==> config.mk <==
export PLATFORM = sky130hd
export DESIGN_NAME = csr_arbiter
export DESIGN_NICKNAME = d
export VERILOG_FILES = /design/src/rtl/csr_pkg.sv /design/src/rtl/rr_pick2.sv /design/src/rtl/csr_arbiter.sv
export SDC_FILE = /design/constraint.sdc
export NUM_CORES = 1
export LEC_CHECK = 0
export BUFFER_PORTS_ARGS = -buffer_cell sky130_fd_sc_hd__buf_2
export CORE_MARGIN = 2
export CORE_UTILIZATION = 56
export CTS_BUF_LIST = sky130_fd_sc_hd__clkbuf_16
export DETAILED_ROUTE_END_ITERATION = 7
export GPL_TIMING_DRIVEN = 0
export PLACE_DENSITY_LB_ADDON = 0.3
export SLEW_MARGIN = 25
export SYNTH_ARGS = -nofsm -noshare
export SYNTH_HDL_FRONTEND = slang
export SYNTH_HIERARCHICAL = 1
export SYNTH_SLANG_ARGS = --single-unit
==> constraint.sdc <==
create_clock -name clk -period 3.7 [get_ports clk]
set_input_delay 0.185 -clock clk [delete_from_list [all_inputs] [get_ports clk]]
set_output_delay 0.185 -clock clk [all_outputs]
set_load 0.01 [all_outputs]
==> src/rtl/csr_pkg.sv <==
// rtl/csr_pkg.sv - shared CSR bus widths, owner codes and arbiter state encoding
package csr_pkg;

    localparam int CSR_ADDR_W = 5;
    localparam int CSR_DATA_W = 8;

    localparam logic [1:0] OWN_NONE = 2'b00;
    localparam logic [1:0] OWN_M0   = 2'b01;
    localparam logic [1:0] OWN_M1   = 2'b10;

    localparam logic [1:0] ST_IDLE   = 2'd0;
    localparam logic [1:0] ST_ACCESS = 2'd1;
    localparam logic [1:0] ST_RESP   = 2'd2;
    localparam logic [1:0] ST_HOLD   = 2'd3;

    function automatic logic [1:0] owner_code(input logic sel);
        return sel ? OWN_M1 : OWN_M0;
    endfunction

endpackage

==> src/rtl/rr_pick2.sv <==
// rtl/rr_pick2.sv - two-requester round-robin selector driven by a last-served pointer
module rr_pick2 (
    input  logic [1:0] req,
    input  logic       last,
    output logic       valid,
    output logic       sel
);

    // On contention the requester that was not served last wins; otherwise the lone requester.
    assign valid = |req;
    assign sel   = (req == 2'b11) ? ~last : req[1];

endmodule

==> src/rtl/csr_arbiter.sv <==
// rtl/csr_arbiter.sv - round-robin two-master CSR bus arbiter with lock and lock timeout
module csr_arbiter
    import csr_pkg::*;
#(
    parameter int          ADDR_W       = CSR_ADDR_W,
    parameter int          DATA_W       = CSR_DATA_W,
    parameter logic [15:0] LOCK_TIMEOUT = 16'd1023
) (
    input  logic              clk,
    input  logic              rst_n,

    input  logic              m0_req,
    input  logic              m0_lock,
    input  logic [ADDR_W-1:0] m0_a,
    input  logic              m0_we,
    input  logic [DATA_W-1:0] m0_wdata,
    output logic              m0_ack,
    output logic [DATA_W-1:0] m0_rdata,

    input  logic              m1_req,
    input  logic              m1_lock,
    input  logic [ADDR_W-1:0] m1_a,
    input  logic              m1_we,
    input  logic [DATA_W-1:0] m1_wdata,
    output logic              m1_ack,
    output logic [DATA_W-1:0] m1_rdata,

    output logic [ADDR_W-1:0] csr_a,
    output logic              csr_we,
    output logic [DATA_W-1:0] csr_wdata,
    input  logic [DATA_W-1:0] csr_rdata,

    output logic [1:0]        owner,
    output logic              lock_timeout
);

    logic [1:0]        state;
    logic              rr_last;
    logic [15:0]       tmo_cnt;

    logic              pick_valid;
    logic              pick_sel;
    logic              own_sel;
    logic              own_req;
    logic              own_lock;
    logic              tmo_hit;

    logic              grant;
    logic              grant_sel;
    logic [ADDR_W-1:0] grant_a;
    logic              grant_we;
    logic [DATA_W-1:0] grant_wdata;

    rr_pick2 u_pick (
        .req   ({m1_req, m0_req}),
        .last  (rr_last),
        .valid (pick_valid),
        .sel   (pick_sel)
    );

    assign own_sel  = (owner == OWN_M1);
    assign own_req  = own_sel ? m1_req  : m0_req;
    assign own_lock = own_sel ? m1_lock : m0_lock;

    // A zero timeout disables forced release entirely.
    assign tmo_hit = (LOCK_TIMEOUT != 16'd0) && (tmo_cnt == LOCK_TIMEOUT - 16'd1);

    // While a lock is held only the owner can be granted; the other master stalls.
    always_comb begin
        grant     = 1'b0;
        grant_sel = 1'b0;
        if (state == ST_IDLE) begin
            grant     = pick_valid;
            grant_sel = pick_sel;
        end else if (state == ST_HOLD) begin
            grant     = own_req;
            grant_sel = own_sel;
        end
    end

    assign grant_a     = grant_sel ? m1_a     : m0_a;
    assign grant_we    = grant_sel ? m1_we    : m0_we;
    assign grant_wdata = grant_sel ? m1_wdata : m0_wdata;

    always_ff @(posedge clk or negedge rst_n) begin
        if (!rst_n) begin
            state        <= ST_IDLE;
            owner        <= OWN_NONE;
            csr_a        <= '0;
            csr_we       <= 1'b0;
            csr_wdata    <= '0;
            m0_ack       <= 1'b0;
            m1_ack       <= 1'b0;
            m0_rdata     <= '0;
            m1_rdata     <= '0;
            lock_timeout <= 1'b0;
            rr_last      <= 1'b1;
            tmo_cnt      <= 16'd0;
        end else begin
            m0_ack       <= 1'b0;
            m1_ack       <= 1'b0;
            lock_timeout <= 1'b0;

            case (state)
                ST_IDLE, ST_HOLD: begin
                    if (grant) begin
                        state     <= ST_ACCESS;
                        owner     <= owner_code(grant_sel);
                        csr_a     <= grant_a;
                        csr_we    <= grant_we;
                        csr_wdata <= grant_wdata;
                        tmo_cnt   <= 16'd0;
                    end else if (state == ST_HOLD) begin
                        if (!own_lock) begin
                            state   <= ST_IDLE;
                            owner   <= OWN_NONE;
                            tmo_cnt <= 16'd0;
                        end else if (tmo_hit) begin
                            // Stuck lock: release and hand the next round to the other master.
                            lock_timeout <= 1'b1;
                            state        <= ST_IDLE;
                            owner        <= OWN_NONE;
                            rr_last      <= own_sel;
                            tmo_cnt      <= 16'd0;
                        end else if (tmo_cnt != 16'hFFFF) begin
                            tmo_cnt <= tmo_cnt + 16'd1;
                        end
                    end
                end

                ST_ACCESS: begin
                    csr_we <= 1'b0;
                    if (own_sel) begin
                        m1_rdata <= csr_rdata;
                        m1_ack   <= 1'b1;
                    end else begin
                        m0_rdata <= csr_rdata;
                        m0_ack   <= 1'b1;
                    end
                    state <= ST_RESP;
                end

                ST_RESP: begin
                    rr_last <= own_sel;
                    tmo_cnt <= 16'd0;
                    if (own_lock) begin
                        state <= ST_HOLD;
                    end else begin
                        state <= ST_IDLE;
                        owner <= OWN_NONE;
                    end
                end

                default: begin
                    state <= ST_IDLE;
                    owner <= OWN_NONE;
                end
            endcase
        end
    end

endmodule

==> qor.csv <==
stage;metric;value;unit
timing;final worst path period share;69.0;%
global_route;largest net degree at the start of global routing;55;
yosys;Synth top area share;48.6;%
floorplan;initial core utilization;57.8;%
floorplan;IO Pins;77;
routing;post-route ant nets;0;
final_layout;most frequent cells in the layout;buf_2, dfrtp_1, nand2_1, o21ai_0, mux2_2;
cts;Clock Sinks;54;
setup_path;Arr. time, crit path;2.77;ns
final_layout;post-layout util;70.9;%
yosys;post-synth top area cell;dfrtp_1;
routing;Via density;5.59;
hold_path;HP Class;in -> reg;
yosys;Synth area leaders;dfrtp_1, mux2_2, o21ai_0;
power_and_ir_drop;clock share of power;18.4;%
timing;final setup vio count;0;
power_and_ir_drop;Max VDD drop;0.482;mV
global_route;vias in the first global route;2213;
power_and_ir_drop;Pint;1.51;mW
final_layout;FF+latch area;1350;um^2
timing;setup ws final;1.15;ns
yosys;synthesized area;2730;um^2
cts;# resized after CTS;0;
power_and_ir_drop;pwr/cell area;740;nW/um^2
timing;Setup TNS Final;0;ns
timing;Rel. slew slack;55.1;%
global_route;grt total ovfl;0;
outcome;outcome;finished, final reports clean;
cts;number of buffers created by CTS;5;
setup_path;cell breakdown of the critical path;inv_1 > ha_1 > or4b_1 > nor4_4 > a21oi_1 > a2111oi_2 > mux2_2;
setup_path;slowest cell delay on critical path;0.48;ns
timing;Fmax;392;MHz
yosys;Mapped Nets;316;
final_layout;layout cells sized above 1;31.5;%
cts;postcts setup bufs;0;
cts;cts hold-fix bufs;1;
final_layout;leading cell type in the layout, fill and taps excluded;buf_2;
floorplan;core area;4720;um^2
floorplan;Die Ht;73.8;um
floorplan;Site Rows;25;
placed_design;pre-CTS setup slack;1.16;ns
floorplan;die area;5450;um^2
cts;CTS tree;built;
setup_path;maximum fanout along the worst path;7;
yosys;Syn Inst Count;267;
routing;DRC violations left;0;
floorplan;die span in x;73.8;um
final_layout;# diodes;0;
yosys;main flop type after synthesis;dfrtp_1;
final_layout;area delta synth->final;22.8;%
placed_design;gp weighted congestion;0.876;
placed_design;dpl cell area;3200;um^2
power_and_ir_drop;Comb pwr share;45.2;%
cts;clock-pin slew on the worst setup and hold paths;0.07;ns
cts;Max Root-Sink Buffers;2;
global_route;first-pass GRT wire length;9.72;mm
yosys;ys async rst share;100;%
power_and_ir_drop;total net switching power;966;uW
routing;WL/cell;14.3;um
cts;Worst-Skew Late Latency;0.29;ns
placed_design;Port Buffers;76;
yosys;YS warnings;6;
timing;Fin. Hold Viols;0;
global_route;initial antenna violation count;0;
routing;vias post-DR;2343;
final_layout;multi-input logic area;1310;um^2
setup_path;CP max-delay cell;or4b_1;
power_and_ir_drop;LEAKAGE;1.63;nW
setup_path;Startpoint Class;register;
timing;Max Slew Vio Count;0;
yosys;synthesized area per cell;10.2;um^2
timing;final worst clock skew;0.00739;ns
final_layout;nets@finish;400;
routing;final wirelength;6.01;mm
routing;DRT Pass-1 Iters;5;
timing;Slew @ Worst Pin;0.671;ns
placed_design;Detailed Place HPWL;4.32;mm
setup_path;worst path bufs/invs;1;
yosys;EDFF count, synth;0;
timing;min Tclk post-route;2.55;ns
routing;First DRT Iteration DRCs;103;
final_layout;Fill cells;366;
flow_run;Max-Cap Viols;0;
final_layout;Post-Layout Inst Area;3350;um^2
setup_path;Req. time, crit path;3.92;ns
setup_path;Crit path max-delay family;simple AND/OR/NAND/NOR gates;
yosys;register area share after synthesis;49.6;%
final_layout;post-route insts no fill;419;
timing;RSZ-0062 raised after global routing;false;
setup_path;Setup crit end kind;register;
cts;CTS Root Cell;clkbuf_16;
yosys;#FFs+latches synth;54;
global_route;GRT Overall Usage;22.6;%
setup_path;critical path class;reg -> reg;
power_and_ir_drop;Final Total Pwr;2.48;mW
power_and_ir_drop;share of power burned in registers;36.4;%
placed_design;placed cells;410;
yosys;synth unique cells;44;
power_and_ir_drop;Switching Share;38.9;%
timing;final hold slack;0.141;ns
cts;H-Tree Depth;2;
-- flip-flops by register name, summed over array words and instances (netlist names), 2 cells and up --
register   count
csr_a          5
csr_wdata      8
m0_rdata       8
m1_rdata       8
owner          2
state          2
tmo_cnt       16
-- synth_stat cells (all sizes together) (2+ instances only) --
cell type,count
dfrtp,53
o21ai,37
nand2,35
mux2,18
mux2i,16
nand3,14
nor3,11
clkbuf,8
nor2,8
ha,7
a21oi,6
inv,6
nand4,5
a32oi,4
nand2b,4
buf,3
nor4,3
a211oi,2
and3,2
nor2b,2
nor4b,2
o31ai,2
or2,2
or3,2
-- layer usage --
| layer | GRT usage [%] | part of all wire (%) |
|---|---|---|
| met1 | 30.6 | 44 |
| met2 | 37.6 | 48 |
| met3 | 4.12 | 6.4 |
| met4 | 5.45 | 0.78 |
| met5 | 0 | 0 |
-- worst reg2reg max path: stages, from the launching register on --
cell       delay [ns]
dfrtp_1          0.45
inv_1            0.08
ha_1             0.13
or4b_1           0.48
nor4_4           0.44
a21oi_1          0.16
a2111oi_2        0.37
mux2_2           0.38
-- final cells by class --
type / count / share of cell area [%]
repair buffers: 77 / 11.7
clock inverters: 3 / 0.597
multi-input cells: 196 / 39.1
inverters: 6 / 0.672
flip-flops and latches: 54 / 40.4
plain buffers: 11 / 1.34
clock buffers: 5 / 3.73
well taps: 67 / 2.50
-- worst paths after layout --
path | slack [ns] | endpoint | startpoint | cells after the start
worst max-delay path | 1.15 | rr_last$_DFFE_PN1P_ | tmo_cnt[0]$_DFFE_PN0P_ | 7
worst min-delay path | 0.14 | m0_rdata[6]$_DFFE_PN0P_ | csr_rdata[6] | 2
worst max register to register | 1.15 | rr_last$_DFFE_PN1P_ | tmo_cnt[0]$_DFFE_PN0P_ | 7
worst min register to register | 0.47 | csr_wdata[2]$_DFFE_PN0P_ | csr_wdata[2]$_DFFE_PN0P_ | 2
max in group asynchronous | 2.79 | tmo_cnt[5]$_DFFE_PN0P_ | rst_n | 2
min in group asynchronous | 0.48 | m0_rdata[3]$_DFFE_PN0P_ | rst_n | 2
-- kinds of logic (layout without fill, tap and decap cells) --
group	after synthesis	after routing	share of synthesized area, %
buf+inv	17	102	2.48
compound gates	60	60	13.5
simple gates	95	95	18.0
fa+ha+maj	7	7	3.21
mux	34	34	13.3
flops	54	54	49.6
-- power by group through the flow --
stage          clock network [mW]  logic [mW]  registers, mW
2_1_floorplan                   0       0.648           1.00
3_3_place_gp                    0        1.10          0.907
3_5_place_dp                    0        1.12          0.916
4_1_cts                     0.470        1.13          0.905
5_1_grt                     0.490        1.26          0.928
6_report                    0.455        1.12          0.904
No activity file was read; power rests on OpenSTA's default activity.
